`config.mk`:
```
export PLATFORM = sky130hd
export DESIGN_NAME = board_state
export DESIGN_NICKNAME = d
export VERILOG_FILES = /design/src/rtl/board_state.sv
export SDC_FILE = /design/constraint.sdc
export NUM_CORES = 1
export LEC_CHECK = 0
export CAP_MARGIN = 40
export CORE_MARGIN = 2
export CORE_UTILIZATION = 61
export CTS_CLUSTER_SIZE = 30
export DETAILED_ROUTE_END_ITERATION = 10
export GPL_TIMING_DRIVEN = 0
export HOLD_SLACK_MARGIN = 0.15
export PLACE_DENSITY = 0.78
export SETUP_SLACK_MARGIN = 0.02
export SYNTH_ARGS = -nofsm -noshare
export SYNTH_HDL_FRONTEND = slang
export SYNTH_SLANG_ARGS = --single-unit
export TNS_END_PERCENT = 1
```
`constraint.sdc`:
```
create_clock -name clk -period 3.44 [get_ports clk]
set_input_delay 0.344 -clock clk [delete_from_list [all_inputs] [get_ports clk]]
set_output_delay 0.344 -clock clk [all_outputs]
set_load 0.01 [all_outputs]
```
`src/rtl/board_state.sv`:
```
// 8x8 board storage with a 4-bit piece code per cell: reloads the start position,
// moves codes between cells, and tracks king capture. Read port is registered.
module board_state #(
    parameter bit INIT_ON_RESET = 1'b1
) (
    input  logic       clk,
    input  logic       reset,
    input  logic       init_req,
    input  logic [2:0] rd_x,
    input  logic [2:0] rd_y,
    output logic [3:0] rd_piece,
    input  logic       move_req,
    input  logic [2:0] src_x,
    input  logic [2:0] src_y,
    input  logic [2:0] dst_x,
    input  logic [2:0] dst_y,
    output logic       busy,
    output logic       init_done,
    output logic       move_done,
    output logic       move_err,
    output logic [3:0] captured,
    output logic       king_taken,
    output logic       winner
);

    typedef enum logic [2:0] {
        S_IDLE,
        S_INIT,
        S_MOVE_READ,
        S_MOVE_WRITE,
        S_MOVE_CLEAR,
        S_DONE
    } state_t;

    state_t     state;
    logic [3:0] cells [64];
    logic [5:0] init_cnt;
    logic [5:0] src_idx;
    logic [5:0] dst_idx;
    logic [3:0] src_code;
    logic [3:0] dst_code;

    logic       we;
    logic [5:0] waddr;
    logic [3:0] wdata;

    // Back rank is shared by both colours; white codes are black codes + 6.
    function automatic logic [3:0] start_piece(input logic [5:0] idx);
        logic [3:0] back;
        case (idx[2:0])
            3'd0, 3'd7: back = 4'd4;
            3'd1, 3'd6: back = 4'd2;
            3'd2, 3'd5: back = 4'd3;
            3'd3:       back = 4'd5;
            default:    back = 4'd6;
        endcase
        case (idx[5:3])
            3'd0:    return back;
            3'd1:    return 4'd1;
            3'd6:    return 4'd7;
            3'd7:    return back + 4'd6;
            default: return 4'd0;
        endcase
    endfunction

    always_comb begin
        we    = 1'b0;
        waddr = init_cnt;
        wdata = start_piece(init_cnt);
        case (state)
            S_INIT: we = 1'b1;
            S_MOVE_WRITE: begin
                we    = 1'b1;
                waddr = dst_idx;
                wdata = src_code;
            end
            S_MOVE_CLEAR: begin
                we    = 1'b1;
                waddr = src_idx;
                wdata = 4'd0;
            end
            default: we = 1'b0;
        endcase
        // A reset edge must not complete a pending write.
        if (reset)
            we = 1'b0;
    end

    always_ff @(posedge clk) begin
        if (we)
            cells[waddr] <= wdata;
    end

    always_ff @(posedge clk) begin
        if (reset) begin
            state      <= INIT_ON_RESET ? S_INIT : S_IDLE;
            init_cnt   <= '0;
            src_idx    <= '0;
            dst_idx    <= '0;
            src_code   <= '0;
            dst_code   <= '0;
            rd_piece   <= '0;
            busy       <= 1'b0;
            init_done  <= 1'b0;
            move_done  <= 1'b0;
            move_err   <= 1'b0;
            captured   <= '0;
            king_taken <= 1'b0;
            winner     <= 1'b0;
        end else begin
            rd_piece  <= cells[{rd_y, rd_x}];
            init_done <= 1'b0;
            move_done <= 1'b0;
            move_err  <= 1'b0;
            case (state)
                S_IDLE: begin
                    if (init_req) begin
                        state      <= S_INIT;
                        init_cnt   <= '0;
                        king_taken <= 1'b0;
                        winner     <= 1'b0;
                        busy       <= 1'b1;
                    end else if (move_req) begin
                        state   <= S_MOVE_READ;
                        src_idx <= {src_y, src_x};
                        dst_idx <= {dst_y, dst_x};
                        busy    <= 1'b1;
                    end else begin
                        busy <= 1'b0;
                    end
                end
                S_INIT: begin
                    init_cnt <= init_cnt + 6'd1;
                    if (init_cnt == 6'd63) begin
                        state     <= S_IDLE;
                        init_done <= 1'b1;
                        busy      <= 1'b0;
                    end else begin
                        busy <= 1'b1;
                    end
                end
                S_MOVE_READ: begin
                    src_code <= cells[src_idx];
                    dst_code <= cells[dst_idx];
                    if (src_idx == dst_idx || cells[src_idx] == 4'd0) begin
                        state    <= S_IDLE;
                        move_err <= 1'b1;
                        busy     <= 1'b0;
                    end else begin
                        state <= S_MOVE_WRITE;
                        busy  <= 1'b1;
                    end
                end
                S_MOVE_WRITE: begin
                    captured <= dst_code;
                    state    <= S_MOVE_CLEAR;
                    busy     <= 1'b1;
                end
                S_MOVE_CLEAR: begin
                    state <= S_DONE;
                    busy  <= 1'b1;
                end
                S_DONE: begin
                    move_done <= 1'b1;
                    if (!king_taken && (captured == 4'd6 || captured == 4'd12)) begin
                        king_taken <= 1'b1;
                        winner     <= (src_code >= 4'd7);
                    end
                    state <= S_IDLE;
                    busy  <= 1'b0;
                end
                default: begin
                    state <= S_IDLE;
                    busy  <= 1'b0;
                end
            endcase
        end
    end

endmodule

```
---- Word-level counts from Yosys, hierarchy flattened ----
Memories as Yosys holds them, arrays and structs flattened. A register that Yosys moved wholly into a read port is not among the register bits.
Index checks and enable logic that the tools add are counted.
Widths: inputs -> output; s select.
storage, ports and cells
  memories ................................ 1
  bits in registers ....................... 35
  RAM bits ................................ 256
  input port bits ......................... 22
operators by class
  mux-type cells .......................... 30
  equality and inequality tests ........... 22
  add/sub/neg operators ................... 2
  reduce and logical (&&, ||, !) cells .... 21
  $lt $le $gt $ge ......................... 1
  bitwise logic cells ..................... 3
memory list
  name   depth  width  rd ports  clocked after memory_dff  wr ports  RTL line  source
  cells  64     4      3         3                         1         36        logic [3:0] cells [64];
operator list
  cell                 count
  $pmux 6 s2           2
  $eq 3x3->1 const B   7
  $mux 6               3
  $pmux 4 s4           1
  $pmux 3 s5           1
  $mux 1               14
  $eq 3x2->1 const B   4
  $pmux 3 s4           1
  $reduce_or 2->1      6
  $eq 3x1->1 const B   3
  $logic_not 3->1      3
  $mux 3               3
  $pmux 4 s2           1
  $add 6x1->6 const B  1
  $eq 6x6->1           1
  $eq 6x6->1 const B   1
  $ne 2x2->1 const B   3
  $reduce_and 3->1     2
  $add 4x3->4 const B  1
  $eq 4x3->1 const B   1
  $eq 4x4->1 const B   1
  $ge 4x3->1 const B   1
  $logic_not 4->1      1
  $pmux 1 s2           2
  other kinds (10)     15

---- Logic depth before layout (Yosys ltp) ----
Gate-level depths: netlist of the first run.
  word-level depth ........................ 6
  gate-level depth with buffers ........... 9
  depth with buffers taken out ............ 8

---- Least setup slack after synthesis of the first run ----
Ideal clock, no wire load.
  kind .................................... reg2reg
  from .................................... register init_cnt[2]
  to ...................................... memory cells[0][2], data pin
  data arrival time ....................... 2,443 ps
  clock period less this slack ............ 2,809 ps
  buffers on the path ..................... 1
  path slack .............................. 631 ps
  cell stages (with the launch flop) ...... 9
  cell sequence ........................... dfxtp_1 clkbuf_1 inv_1 ha_1 a211oi_1 nor3_1 ha_1 o21ai_1 a22o_1
on the way
  longest elaborated chain between the ends .. 6
  elaborated cells between the ends (all ways) .. 14
ends and longest elaborated chain
  element                             RTL line  source
  start, declared                     37        logic [5:0] init_cnt;
  start signal, assigned              133       init_cnt <= init_cnt + 6'd1;
  $eq 3x2->1 (tied with other cells)  50        case (idx[2:0])
  $reduce_or 2->1                     50
  $pmux 3 s4 (*)                      50
  $add 4x3->4                         61        3'd7: return back + 4'd6;
  $pmux 4 s4 (*)                      57        case (idx[5:3])
  $pmux 4 s2 (*)                      70        case (state)
  net wdata[2]                        45        logic [3:0] wdata;
  end, declared                       36
The timed path passes the listed nets; every way through them passes the cells marked *.

---- Final worst setup path of the first run ----
  from .................................... register dst_idx[1]
  to ...................................... memory cells[7][0], enable pin
on the way
  longest elaborated chain between the ends .. 1
ends and longest elaborated chain
  element                 RTL line  source
  start, declared         39        logic [5:0] dst_idx;
  start signal, assigned  126       dst_idx <= {dst_y, dst_x};
  $pmux 6 s2              70
No other way between the ends.

==> results of run 1 <==
[flip-flops by register name, summed over array words and instances (netlist names), 4 cells and up, named ones only]
signal    cells
captured      4
cells       256
dst_code      4
dst_idx       6
init_cnt      6
rd_piece      4
src_code      4
src_idx       6
[critical path: cells and delay by family (launching register included)]
kind	cells	cell delay (ns)
DFF	1	0.77
buffers and inverters	1	0.51
AOI/OAI and AO/OA	2	0.41
and+or+nand+nor	4	1.34
[per-layer routing]
| metal | routed length [um] | up-vias | part of all wire (%) | global-route usage, % |
|---|---|---|---|---|
| li1 | - | 4315 | - | - |
| met1 | 17000 | 5528 | 34 | 50.8 |
| met2 | 23100 | 1025 | 45 | 55.9 |
| met3 | 7890 | 173 | 16 | 11.0 |
| met4 | 2750 | 2 | 5.4 | 17.4 |
| met5 | 17 | - | 0.033 | 0 |
[how the worst min path moves through the flow]
stage	from	endpoint	cells past startpoint
3_5_place_dp	dst_code[3]	captured[3]	2
6_report	reset	rd_piece[3]	2
3_3_place_gp	dst_code[2]	captured[2]	2
4_1_cts	reset	rd_piece[3]	2
5_1_grt	reset	rd_piece[3]	2
2_1_floorplan	dst_code[0]	captured[0]	2
[cell families after synthesis]
kind of cell,after synthesis
xor+xnor,9
fa+ha+maj,7
mux,244
simple gates,253
buf+inv,83
compound gates,98
flops,305
[what timing repair did]
| item | 4_1_cts | 5_1_grt |
|---|---|---|
| gates cloned | 0 | 0 |
| hold endpoints to repair | 0 | 0 |
| endpoints found under the setup margin | 116 | 212 |
| resized for setup | 7 | 14 |
| setup buffers | 0 | 0 |
[report_power, final]
group / switching, mW / internal [mW]
clock network: 1.50 / 2.04
logic: 0.358 / 0.214
registers: 0.0144 / 4.09
[metrics by stage]
stage / cell area, um^2 / power, mW / setup WS, ns / TNS (ns) / hold WS, ns
2_1_floorplan: 16300 / 4.49 / 0.631 / 0 / 0.432
3_3_place_gp: 17100 / 4.71 / -0.676 / -163.58 / 0.442
3_5_place_dp: 17300 / 4.74 / -0.376 / -26.17 / 0.447
4_1_cts: 18300 / 8.19 / -0.0489 / -0.349 / 0.239
5_1_grt: 18400 / 8.37 / -0.0865 / -4.99 / 0.294
6_report: 18400 / 8.22 / 0.0368 / 0 / 0.244
[layout by cell type, fill, tap and decap left out, types with 7 or more instances in the layout]
cell type        synthesis  routed
a21oi_1                 32      32
a22oi_1                 13      13
a31oi_1                  8       8
buf_1                    8       8
buf_2                   20      17
buf_6                    6      10
clkbuf_1                43      43
clkbuf_16                0      31
clkdlybuf4s50_1          0      30
clkinv_2                 0       7
dfxtp_1                 49      48
edfxtp_1               256     256
ha_1                     7       7
mux2i_1                 11      11
mux4_2                 232     232
nand2_1                 78      75
nand3_1                 15      15
nor2_1                  98      87
nor2_2                   0      11
nor2b_1                 18      18
nor3_1                  13      13
o21ai_1                 11      10
[cell type report]
type | instances | area, um^2
Fill cell | 1664 | 7820
Inverter | 5 | 18.8
Sequential cell | 305 | 8670
Buffer | 76 | 368
Antenna cell | 1 | 2.50
Multi-Input combinational cell | 611 | 7340
Clock buffer | 34 | 787
Clock inverter | 24 | 275
Tap cell | 335 | 419
Timing Repair Buffer | 45 | 508
==> results.yml, run 1 <==
sta:
  fin_skew_ns: 0.0114
  setup_viol: 0
  tightest_slew_ns: 0.988
  slew_violations: 0
  fmax_mhz: 294
  rsz0062_at_grt: "yes"
  relSlewSlack_pct: 34.1
  hold_viol_final: 0
  fin_crit_sh_pct: 98.9
  period_needed_ns: 3.40
place:
  port_buffers: 30
  dp_hpwl_mm: 37.5
  place_congestion: 1.01
  placed_cells: 1379
die:
  pin_count: 36
  fp-row-count: 59
  die_h_um: 168
  core_area_um2: 26200
  dieArea_um2: 28100
  start_util_pct: 62.4
  die_w_um: 168
final_layout:
  final_core_util_pct: 70.2
  layout.nets: 1104
  syn_to_final_growth_pct: 12.5
  final_cells: 1436
  drive_above_1_share_pct: 32.4
setup_path:
  r2r_end: "cells[7][0]"
  end_kind: "flip-flop"
  path_class: "flip-flop to flip-flop"
  cpMostUsedCell: "nor2_1"
  reg2reg_slack_ns: 0.04
  r2r_cells: 7
  cp.arrival_ns: 3.62
  cp_cell_sequence: "clkbuf_2 -> nor3b_1 -> o21ai_1 -> o221ai_1 -> nor2_1 -> nand2_1 -> nor2_1"
  endpoint: "cells[7][0]"
  slowest_delay_ns: 0.77
  rr_startpoint: "dst_idx[1]"
  crit_path_max_fanout: 13
  critPathSlowestCell: "dfxtp_1"
  start_kind: "flip-flop"
  cp-startpoint: "dst_idx[1]"
  required_ns: 3.66
clock_network:
  insertion_delay_ns: 0.57
  root_buffer: "clkbuf_16"
  cts_htree_levels: 1
  cts_buffers: 31
  clockBufferDepth: 3
  hold_buffers: 0
  cts_tree: "done"
  path_clk_slew_ns: 0.07
  cts_sinks: 305
synth:
  synthMostInstantiatedCell: "edfxtp_1"
  syn_inst: 999
  ys_warn_count: 0
  synth.distinct_cells: 50
  synth_common_cells: "256 x edfxtp_1, 232 x mux4_2, 98 x nor2_1, 78 x nand2_1, 49 x dfxtp_1"
  post_synth.cell_area_avg_um2: 16.4
  yosys_most_used_dff: "edfxtp_1"
  yosysSeqAreaShare_pct: 53.0
  syn_area_um2: 16300
  synthAdderAreaFrac_pct: 0.536
  yosys-top-cells-area: "edfxtp_1 47%, mux4_2 32%, dfxtp_1 6.0%"
  synth_compound_area_share_pct: 4.00
  synth-seq-cells: 305
  synth_top_area_cell: "edfxtp_1"
  async_reset_ff_share_pct: 0
  synthSimpleGateAreaFrac_pct: 6.86
  synth_xor_area_share_pct: 0.482
  synth-edff-count: 256
  synth_top_family_by_area: "multiplexers"
  synth_top_area_share_pct: 47.0
  syn-num-nets: 1028
  synth_mux_area_share_pct: 32.7
global_route:
  antenna_found_initial: 4
  grt-ovfl-total: 0
  grt_usage_pct: 37.1
  grt_max_degree: 41
  grt_first_pass_wirelength_mm: 73.3
  grt_pass1_vias: 10700
detailed_routing:
  first_iter_violations: 2140
  drtPass1Iterations: 5
  wl_per_cell_um: 35.3
  num_vias: 11000
  drt_wl_total_mm: 50.8
  drc: 0
  viasPerCell: 7.69
  ant_nets: 0
flow_run:
  maxCapViolations: 0
power_and_ir_drop:
  vdd_ir_drop_max_uv: 411
  powerDensity_nw_per_um2: 447
  p_leak_nw: 5.33
run_status:
  run_status: "complete, no violations"
min_path:
  hp-class: "input pin to flip-flop"
Power figures use the tool's default switching activity.
==> inputs of run 2 (changes only) <==
--- a/config.mk
+++ b/config.mk
@@ -6,6 +6,7 @@
 export NUM_CORES = 1
 export LEC_CHECK = 0
 export CAP_MARGIN = 40
+export CORE_ASPECT_RATIO = 0.8
 export CORE_MARGIN = 2
 export CORE_UTILIZATION = 61
 export CTS_CLUSTER_SIZE = 30
==> results.yml, run 2 (synthesis results as in run 1) <==
run_status:
  run_status: "finished with violations"
  violations: "setup timing"
sta:
  fmax_mhz: 288
  hold_ws_ns: 0.210
  fin_crit_sh_pct: 101
  rsz0062_at_grt: "yes"
  period_needed_ns: 3.47
  setup_viol: 3
  fin_skew_ns: 0.0220
  tightest_slew_ns: 0.977
  hold_viol_final: 0
  finalSetupTns_ns: -0.0902
  slew_violations: 0
  relSlewSlack_pct: 34.9
  setup_ws_ns: -0.0324
detailed_routing:
  drc: 0
  drt_wl_total_mm: 51.1
  ant_nets: 0
  wl_per_cell_um: 35.2
  first_iter_violations: 1929
  met1Wirelength_mm: 17.6
  met3WireLength_mm: 9.19
  viasPerCell: 7.80
  drtPass1Iterations: 6
  wl_met2_mm: 21.8
  num_vias: 11300
  highest_layer: "met5"
place:
  place_congestion: 1.06
  port_buffers: 30
  dp_hpwl_mm: 36.7
  placed_cells: 1399
  dpl_worst_slack_ns: -0.405
setup_path:
  path_class: "flip-flop to flip-flop"
  required_ns: 3.91
  cp.arrival_ns: 3.94
  crit_path_max_fanout: 10
  end_kind: "flip-flop"
  start_kind: "flip-flop"
global_route:
  grt_pass1_vias: 10700
  grt_usage_pct: 37.3
  grt_first_pass_wirelength_mm: 73.4
  grt-ovfl-total: 0
  grt_max_degree: 49
  antenna_found_initial: 3
final_layout:
  final_cell_mix: "256 x edfxtp_1, 232 x mux4_2, 95 x nor2_1"
  multiInputGateArea_um2: 7330
  final_cells: 1450
  syn_to_final_growth_pct: 12.0
  layout.nets: 1101
  largest_register: "cells"
  largest_register_ffs: 256
  final_common_cell: "edfxtp_1"
  n_antenna_cell: 0
  drive_above_1_share_pct: 31.3
  num-fill-cells: 1714
  final-seq-area_um2: 8670
power_and_ir_drop:
  switching_share_pct: 22.9
  vdd_ir_drop_max_uv: 425
  powerDensity_nw_per_um2: 435
  pwr-share-comb_pct: 7.1
  p_leak_nw: 5.30
  power_switching_mw: 1.82
  internal-power_mw: 6.13
  p_seq_share_pct: 51.7
  clock_power_share_pct: 41.2
flow_run:
  maxCapViolations: 0
clock_network:
  cts_tree: "done"
  insertion_delay_ns: 0.57
  path_clk_slew_ns: 0.07
  root_buffer: "clkbuf_16"
  cts_setup_buffers: 0
  cts_sinks: 305
  clockBufferDepth: 3
  cts_htree_levels: 1
  cts_buffers: 29
die:
  die_h_um: 150
  fp-row-count: 53
  pin_count: 36
  start_util_pct: 62.1
  dieArea_um2: 28100
  die_w_um: 187
  core_area_um2: 26300
min_path:
  hp-class: "input pin to flip-flop"
==> run 2: cell count changes in the layout (fill, tap and decap cells not counted), sizes merged <==
cell | before | now
buf | 49 | 45
bufinv | 5 | 2
clkbuf | 76 | 79
clkinv | 8 | 11
clkinvlp | 8 | 4
diode | 1 | 0
inv | 8 | 6
==> run 2: power by group through the flow <==
| stage | clock, mW | sequential (mW) | combinational [mW] |
|---|---|---|---|
| floorplan | 0 | 4.19 | 0.299 |
| global placement | 0 | 4.20 | 0.503 |
| detailed placement | 0 | 4.19 | 0.540 |
| CTS | 3.25 | 4.11 | 0.544 |
| global route | 3.39 | 4.11 | 0.582 |
| finish | 3.28 | 4.11 | 0.568 |
==> run 2: stage by stage <==
step,instance area [um^2],utilization (%),total power [mW]
after floorplan,16300,-,4.49
after global placement,17100,64.9,4.71
after detailed placement,17300,65.7,4.73
after CTS,18300,69.4,7.91
after global routing,18300,69.5,8.08
final,18300,69.5,7.95
==> run 2: final timing paths <==
path | from | endpoint | slack [ns] | cells past startpoint
min | reset | rd_piece[3] | 0.21 | 2
min reg2reg | dst_code[3] | captured[3] | 0.46 | 2
max reg2reg | flip-flop | state[0] | -0.03 | 8
max | flip-flop | state[0] | -0.03 | 8
==> run 2: area by class of cell <==
type,instances,share of cell area [%]
plain buffers,77,2.04
clock buffers,34,4.41
clock inverters,18,0.868
inverters,5,0.103
multi-input cells,611,40.1
flip-flops and latches,305,47.4
well taps,357,2.44
repair buffers,43,2.70
==> run 2: metal layers <==
layer	vias up	track usage, %
met5	-	1.57
met4	4	13.3
met3	198	16.8
met2	1176	53.7
met1	5637	50.8
li1	4299	-
==> run 2: critical path: stages (launching register included) <==
cell      delay (ns)
dfxtp_1         0.49
buf_1           0.74
mux4_2          0.44
a22oi_1         0.31
nand3_1         0.19
and3_1          0.26
a211oi_2        0.45
a31oi_1         0.26
a21o_1          0.23
==> run 2: repair_timing <==
| action | 4_1_cts | 5_1_grt |
|---|---|---|
| gates resized for setup | 5 | 14 |
| hold buffers | 0 | 0 |
| setup endpoints to repair | 121 | 153 |
